==> src/rtl/mat_unload.sv <==
// mat_unload: captures a finished ENTRIES x ENTRY_W result matrix and streams it one entry per valid/ready beat.
// Optional feature macro: MAT_UNLOAD_ABORT_EN adds an abort input that drops an in-flight stream.
module mat_unload #(
  parameter  int ENTRIES = 16,
  parameter  int ENTRY_W = 10,
  localparam int IDX_W   = $clog2(ENTRIES),
  localparam int MAT_W   = ENTRIES * ENTRY_W
) (
  input  logic               clk,
  input  logic               rst,
  input  logic               start,
  input  logic [MAT_W-1:0]   mat_in,
  input  logic               out_ready,
`ifdef MAT_UNLOAD_ABORT_EN
  input  logic               abort,
`endif
  output logic               out_valid,
  output logic [ENTRY_W-1:0] out_data,
  output logic [IDX_W-1:0]   out_idx,
  output logic               out_last,
  output logic               busy,
  output logic               done
);

  typedef enum logic [1:0] {
    S_IDLE = 2'd0,
    S_SEND = 2'd1,
    S_DONE = 2'd2
  } state_e;

  localparam logic [IDX_W-1:0] LAST_IDX = IDX_W'(ENTRIES - 1);

  state_e                           state_q, state_d;
  logic [ENTRIES-1:0][ENTRY_W-1:0]  cap_q, cap_d;
  logic [IDX_W-1:0]                 idx_q, idx_d;
  logic [IDX_W-1:0]                 sel;
  logic                             abort_w;
  logic                             xfer;
  logic                             is_last;

`ifdef MAT_UNLOAD_ABORT_EN
  assign abort_w = abort;
`else
  assign abort_w = 1'b0;
`endif

  // Entry 0 sits in the MSBs, i.e. in the highest packed element.
  assign sel     = LAST_IDX - idx_q;
  assign is_last = (idx_q == LAST_IDX);
  assign xfer    = out_valid & out_ready;

  always_comb begin
    state_d = state_q;
    cap_d   = cap_q;
    idx_d   = idx_q;
    case (state_q)
      S_IDLE: begin
        if (start) begin
          cap_d   = mat_in;
          idx_d   = '0;
          state_d = S_SEND;
        end
      end
      S_SEND: begin
        // Abort wins over a simultaneous transfer; that beat is discarded.
        if (abort_w) begin
          idx_d   = '0;
          state_d = S_IDLE;
        end else if (xfer) begin
          if (is_last) begin
            idx_d   = '0;
            state_d = S_DONE;
          end else begin
            idx_d   = idx_q + 1'b1;
          end
        end
      end
      S_DONE: begin
        idx_d   = '0;
        state_d = S_IDLE;
      end
      default: begin
        idx_d   = '0;
        state_d = S_IDLE;
      end
    endcase
  end

  always_ff @(posedge clk or posedge rst) begin
    if (rst) begin
      state_q <= S_IDLE;
      cap_q   <= '0;
      idx_q   <= '0;
    end else begin
      state_q <= state_d;
      cap_q   <= cap_d;
      idx_q   <= idx_d;
    end
  end

  // Outputs decode straight from state so an async reset clears them immediately.
  always_comb begin
    out_valid = (state_q == S_SEND);
    busy      = (state_q != S_IDLE);
    done      = (state_q == S_DONE);
    out_data  = out_valid ? cap_q[sel] : '0;
    out_idx   = out_valid ? idx_q      : '0;
    out_last  = out_valid & is_last;
  end

endmodule

==> config.mk <==
export PLATFORM = sky130hd
export DESIGN_NAME = mat_unload
export DESIGN_NICKNAME = d
export VERILOG_FILES = /design/src/rtl/mat_unload.sv
export SDC_FILE = /design/constraint.sdc
export NUM_CORES = 1
export LEC_CHECK = 0
export ABC_AREA = 0
export CAP_MARGIN = 20
export CORE_MARGIN = 5
export CORE_UTILIZATION = 50
export CTS_CLUSTER_SIZE = 16
export DETAILED_ROUTE_END_ITERATION = 16
export GPL_ROUTABILITY_DRIVEN = 0
export PLACE_DENSITY = 0.91
export SYNTH_ARGS = -nofsm -noshare
export SYNTH_HDL_FRONTEND = slang
export SYNTH_SLANG_ARGS = --single-unit
==> constraint.sdc <==
create_clock -name clk -period 8.3 [get_ports clk]
set_input_delay 2.49 -clock clk [delete_from_list [all_inputs] [get_ports clk]]
set_output_delay 2.49 -clock clk [all_outputs]
set_load 0.02 [all_outputs]
# Yosys cells after proc, flatten, opt, wreduce, memory -nomap -nowiden
# Cells that the tools add are included.
[classes]
n_lt_le_gt_ge = 1
mux = 12
eq_ne = 6
bitwise_logic = 2
n_addsub = 2
reduce_logical = 5
[op_table]
columns = ["op", "count"]
rows = [
  ["10-bit binary-select mux with 4-bit select", 1],
  ["10-bit 2-to-1 mux", 2],
  ["4-bit 2-to-1 mux", 4],
  ["4-bit case mux with 2 select lines", 1],
  ["2-bit 2-to-1 mux", 3],
  ["4-bit by 5-bit less-than comparator with 1-bit output, second input constant", 1],
  ["4-bit by 1-bit adder with 4-bit output, second input constant", 1],
  ["4-bit equality test, second input constant", 1],
  ["2-bit by 1-bit != test with 1-bit output, second input constant", 2],
  ["2-bit case mux with 2 select lines", 1],
  ["2-bit AND reduction", 2],
  ["4-bit subtractor, first input constant", 1],
  ["3-bit AND reduction", 1],
  ["1-bit bitwise AND", 2],
  ["2-bit by 1-bit equality test with 1-bit output, second input constant", 1],
  ["2-bit equality test, second input constant", 1],
  ["2-bit zero test", 1],
  ["2-bit != test, second input constant", 1],
  ["2-bit nonzero test", 1],
]
[totals]
out_inout_bits = 18
input_bits = 164
reg_bits = 166
word_cells = 46

# Depth between registers and ports, before layout
# Gate-level depths: netlist of run 1.
[depth]
ltp_word = 4
ltp_mapped = 7
depth_no_buf = 4

# Worst setup path before layout of run 1
# OpenSTA, ideal clock, no wires.
[synth_path]
kind = "reg-to-output"
startpoint = "register idx_q[0]"
endpoint = "output port out_data[0]"
n_path_buf = 3
arrival_ns = 1.589
stages_incl_launch_ff = 8
setup_slack_ns = 4.221
required_ns = 5.810
path_cell_list = "dfrtp_1 -> buf_2 -> buf_4 -> buf_6 -> mux2i_1 -> a22oi_1 -> nand2_1 -> o21ai_0"
[synth_between]
elab_chain_cells = 4
[synth_rtl]
columns = ["item", "line_no", "rtl"]
rows = [
  ["start, declared", "35", "logic [IDX_W-1:0] idx_q, idx_d;"],
  ["start signal, assigned", "97", "idx_q <= idx_d;"],
  ["4-bit subtractor", "48", "assign sel = LAST_IDX - idx_q;"],
  ["10-bit binary-select mux with 4-bit select", "106", "out_data = out_valid ? cap_q[sel] : '0;"],
  ["10-bit 2-to-1 mux (implied by the code)", "106", ""],
  ["10-bit 2-to-1 mux", "106", ""],
  ["end, declared", "18", "output logic [ENTRY_W-1:0] out_data,"],
]
# No other way between the ends. The select of a mux whose other input is x is not followed.

# Worst setup path in the final report of run 1
# Ends and elaborated chain as after synthesis.

==> results.md, run 1 <==
* # clock sinks at approximately 170
* Std-Cell Rows at 45
* Die ar. at 0.01802 mm^2
* Nets@finish at between 800 and 900
* Crit Reg-Reg Startpoint: state_q[1]$_DFFE_PP0P_
* Antenna-violating nets left at 0
* CTS Root Cell: clkbuf_16
* Routed wire length at 19720 um
* Sequential share of the synthesized area at 0.5382
* Synth Instances at around 550
* Initial antenna violation count at 1
* I/O pin count at between 150 and 200
* Largest cells by area after synthesis: dfrtp_1, mux2_1, mux2i_1
* CP Launch Type: flop
* Post-CTS Setup Inserts at 0
* FF-to-FF path depth at 4
* Cell taking the most area after synthesis: dfrtp_1
* Kind of critical path: reg2out
* Largest net degree at the start of global routing at 104
* FF+latch count, synth at about 170
* Sum Neg Setup Slack at 0 ps
* Register area at ~0.0042 mm^2
* Fin Clk Skew at 6.648 ps
* CTS Buffer Depth at 2
* Required @ worst endpoint at slightly below 6000 ps
* Static Leak at around 4.3 nW
* Final setup violation count at 0
* Crit share post-route at 0.7180
* Remaining Overflow, GRT at 0
* CTS buffer count at 17
* VDD IR max at roughly 0.00041 V
* Layout area overhead at 31.90%
* Mapped Avg Cell Area at approximately 14 um^2
* Vias in the first global route at ~5700
* Cell Area, Synth at roughly 0.0077 mm^2
* Die span in x at between 100 and 150 um
* Critical path endpoint category: output pin
* Vias per cell at between 5 and 6
* Crit path from: idx_q[0]$_DFFE_PP0P_
* Met2 routed WL at between 9000 and 10000 um
* I/O Buffers at 181
* Insertion delay to the later sink of the worst-skew pair at ~430 ps
* Drt first pass iters at 5
* Detail Placement HPWL at 14440 um
* Max Cap Viol at 0
* DR WL met3 at roughly 1200 um
* Hold Crit Depth at 1
* Core area at about 0.015 mm^2
* Fmax at roughly 170 MHz
* Uppermost layer routed: met5
* Clk slew on worst S/H paths at about 60 ps
* Hold Crit Start: cap_q[70]$_DFFE_PP0P_
* Final Critical Period at roughly 6000 ps
* Final Non-Filler Cells at 921
* Number of fill cells at slightly above 1000
* Wire length per cell at 21.41 um
* Hold-fix buffer count after cts at 0
* Layout cell share with drive strength beyond 1 at 0.1514
* Met1 wire length at just over 8000 um
* Synth Warn # at 0
* Htree depth at 4
* Total power at around 3.9 mW
* Total track usage at 0.2255
* First-pass GRT wire length at slightly above 30000 um
* Mapped Nets at 718
* Footprint of the multi-input gates at 0.003271 mm^2
* # DRC at 0
* Pwr Density at between 300 and 400 mW/mm^2
* Flop-to-flop setup slack at between 5000 and 6000 ps
* Placed Cells at between 800 and 900
* Die height at roughly 130 um
* Vias at slightly above 5000
* Reg2reg end: cap_q[75]$_DFFE_PP0P_
* Status: finished clean
* Distinct cells, synth at 28
* RSZ-0062 raised after global routing: no
* Synth top area share at 0.5382
* Starting Density at 0.5096
* # diodes at 0
* Slew Viols, Final at 0
* DR iter-0 viols at ~320
* Worst-path fanout max at 54
* Hold Path Class: reg2reg
* Actual slew at the worst max-slew pin at about 1000 ps
* Hold Crit Endpoint: cap_q[70]$_DFFE_PP0P_
* Critical Path AT at about 3500 ps
* Slew margin rel. at 0.3192
* Fin. Hold Viols at 0
* CTS resizes at 0
* CTS tree: yes
cell usage after synthesis, drive strengths merged:
cell / count
clkbuf: 7
inv: 4
nand2: 15
nand4: 1
buf: 30
mux2: 160
a211oi: 1
nand2b: 3
mux2i: 80
a22oi: 40
ha: 1
dfrtp: 166
nand3b: 1
o21ai: 15
or2: 1
a221oi: 1
and2: 4
o31ai: 1
a21o: 1
nor2: 6
nand3: 11
nor2b: 4
logic make-up (layout without fill, tap and decap cells):
kind of cell,count (synthesis),count (layout),share of synthesized area
buf+inv,41,221,0.03907
compound gates,59,59,0.05268
fa+ha+maj,1,1,0.001621
mux,240,240,0.3372
flops,166,166,0.5382
simple gates,46,46,0.03129
layout make-up:
type / instances / area share
sequential: 166 / 0.4084
multi-input combinational: 346 / 0.3212
timing repair buffer: 186 / 0.1816
clock buffer: 23 / 0.04695
tap: 188 / 0.02310
clock inverter: 8 / 0.01671
inverter: 4 / 0.001966
worst max-delay path, stage by stage, from the launching register on:
cell,delay (ps)
dfrtp_4,1010
buf_4,610
mux2i_1,160
a22oi_1,180
nand2_1,60
o21ai_0,310
clkdlybuf4s50_1,680
flip-flops by register name, indices dropped and copies added, names as in the netlist:
name     count
cap_q      160
state_q      2
idx_q        4
worst max-delay path by stage:
| stage | to | slack (ps) | cells after the start |
|---|---|---|---|
| after floorplan | cap_q[0]$_DFFE_PP0P_ | 1320 | 1 |
| after global placement | out_data[1] | 2860 | 6 |
| after detailed placement | out_data[1] | 2810 | 6 |
| after CTS | out_data[1] | 2320 | 6 |
| after global routing | out_data[0] | 2170 | 6 |
| final | out_data[0] | 2340 | 6 |
layer usage:
layer | up-vias | track usage
li1 | 2356 | -
met1 | 2623 | 0.2863
met2 | 181 | 0.3785
met3 | 36 | 0.05476
met4 | 2 | 0.07975
met5 | - | 0
cells in the final DEF (no fill, tap or decap), drive strengths merged, types with 5 or more instances in the layout:
master and n:
nand2 15, a22oi 40, mux2 160, nor2 6, bufinv 5, dfrtp 166
o21ai 15, mux2i 80, clkdlybuf4s50 181, clkbuf 23, nand3 11, buf 5
metrics by stage:
step	cell area (um^2)	setup slack, ps	util	hold slack, ps
after floorplan	7719	1320	-	457.4
after global placement	9533	2857	0.6294	467.6
after detailed placement	9533	2808	0.6294	474.0
after CTS	10180	2319	0.6722	488.6
after global routing	10180	2174	0.6722	504.2
final	10180	2341	0.6722	483.0
where the power goes:
part	switching, mW	internal, mW
registers	0.305	1.22
clock network	0.308	0.556
logic	0.712	0.773
No activity file was read; power rests on OpenSTA's default activity.
==> run 2: changes to the inputs <==
Clock period 8.3 ns to 6 ns, I/O delays scaled along.
==> results.md, run 2 (synthesis results as in run 1) <==
* Status: finished clean
* Vias per cell at around 5.6
* Commonest non-fill, non-tap cell in the layout: clkdlybuf4s50_1
* Die height at roughly 130 um
* Final worst slack at 877.9 ps
* Wire length per cell at between 20 and 25 um
* Insertion delay to the later sink of the worst-skew pair at between 400 and 500 ps
* CTS resizes at 0
* Hold Path Class: reg2reg
* Die ar. at ~0.018 mm^2
* Detail Placement HPWL at 14200 um
* Vias at ~5100
* Largest net degree at the start of global routing at ~170
* I/O Buffers at about 180
* Pwr Density at roughly 520 mW/mm^2
* Slew Viols, Final at 0
* Clock Power Share at 0.218
* Layout area overhead at 32.40%
* Fin. Hold Viols at 0
* Initial antenna violation count at 0
* Largest register FFs at between 150 and 200
* Clk slew on worst S/H paths at 60 ps
* Starting Density at 0.5096
* RSZ-0062 raised after global routing: no
* Commonest cells after routing, fill and taps aside: clkdlybuf4s50_1, dfrtp_1, mux2_1, mux2i_1, mux2_2
* # diodes at 0
* Std-Cell Rows at 45
* Comb pwr share at 0.387
* CTS Buffer Depth at 2
* Post-CTS Setup Inserts at 0
* First-pass GRT wire length at 30970 um
* Nets@finish at 887
* Required @ worst endpoint at approximately 4200 ps
* Final Critical Period at a little over 5000 ps
* Drt first pass iters at 5
* Worst slack, placed at 1408 ps
* Critical path endpoint category: output pin
* Number of fill cells at approximately 1000
* Antenna-violating nets left at 0
* CP Launch Type: flop
* Worst-path fanout max at 55
* P_int at between 3 and 4 mW
* Fin Clk Skew at around 6.6 ps
* Remaining Overflow, GRT at 0
* Core area at between 0.015 and 0.02 mm^2
* Switching Share at 0.3411
* Die span in x at between 100 and 150 um
* Routed wire length at 19710 um
* CTS buffer count at 17
* Actual slew at the worst max-slew pin at about 1000 ps
* Vias in the first global route at 5700
* Hold-fix buffer count after cts at 0
* Crit share post-route at 0.8537
* Total track usage at 0.2238
* Kind of critical path: reg2out
* Max Cap Viol at 0
* Biggest regs: cap_q x160, idx_q x4, state_q x2
* Sw power at about 1.8 mW
* Static Leak at approximately 4.3 nW
* Sum Neg Setup Slack at 0 ps
* DR iter-0 viols at 369
* Layout cell share with drive strength beyond 1 at 0.1540
* Fmax at around 200 MHz
* Sequential power share at 0.394
* Largest Register: cap_q
* I/O pin count at 182
* Slew margin rel. at 0.3118
* # DRC at 0
* CTS Root Cell: clkbuf_16
* Htree depth at 4
* VDD IR max at between 0.0004 and 0.0005 V
* Critical Path AT at roughly 3300 ps
* Final setup violation count at 0
* CTS tree: yes
* # clock sinks at 166
[run 2: cell types whose count changed in the layout (fill, tap and decap cells not counted), sizes merged]
cell / change
bufinv: -1
buf: +1
clkbuf: +1
clkinv: +1
inv: -1
[run 2: layer usage]
layer | part of all wire | GRT usage
met3 | 0.057 | 0.05551
met1 | 0.42 | 0.2844
met5 | 0 | 0
met4 | 0.020 | 0.07805
met2 | 0.50 | 0.3749
[run 2: final timing paths]
path                                           to  slack, ps  cells past startpoint                    from
min reg2reg                 cap_q[32]$_DFFE_PP0P_        480                      1   cap_q[32]$_DFFE_PP0P_
max in group asynchronous    cap_q[1]$_DFFE_PP0P_       3290                      3                     rst
min                         cap_q[32]$_DFFE_PP0P_        480                      1   cap_q[32]$_DFFE_PP0P_
max                                   out_data[4]        880                      6    idx_q[0]$_DFFE_PP0P_
max reg2reg                 cap_q[26]$_DFFE_PP0P_       3960                      4  state_q[0]$_DFFE_PP0P_
min in group asynchronous  cap_q[126]$_DFFE_PP0P_       1920                      3                     rst
[run 2: metrics by stage]
step | power, mW | cell area, um^2 | util | instances | hold slack [ps]
3_5_place_dp | 4.174 | 9577 | 0.6323 | 891 | 476.1
6_report | 5.339 | 10220 | 0.6748 | 922 | 484.9
2_1_floorplan | 3.394 | 7722 | - | 553 | 457.4
5_1_grt | 5.630 | 10220 | 0.6748 | 922 | 499.0
3_3_place_gp | 4.061 | 9577 | 0.6323 | 891 | 467.5
4_1_cts | 5.363 | 10220 | 0.6748 | 922 | 488.2
[run 2: power by group through the flow]
stage	logic, mW	registers [mW]	clock network [mW]
final	2.07	2.10	1.17
after global routing	2.22	2.18	1.23
after CTS	2.08	2.11	1.18
after detailed placement	2.06	2.12	0
after global placement	1.98	2.08	0
after floorplan	1.50	1.89	0
[run 2: worst max-delay path: stages (launching register included)]
cell	delay, ps
dfrtp_4	1050
buf_12	330
mux2i_1	110
a22oi_1	320
nand2_1	90
o21ai_0	310
clkdlybuf4s50_1	680
[run 2: layout make-up]
class | instances | area (um^2) | area share
Sequential cell | 166 | 4158 | 0.4068
Multi-Input combinational cell | 346 | 3271 | 0.3200
Timing Repair Buffer | 187 | 1894 | 0.1854
Clock buffer | 24 | 501.7 | 0.04909
Tap cell | 188 | 235.2 | 0.02302
Clock inverter | 7 | 141.4 | 0.01383
Inverter | 4 | 18.77 | 0.001836
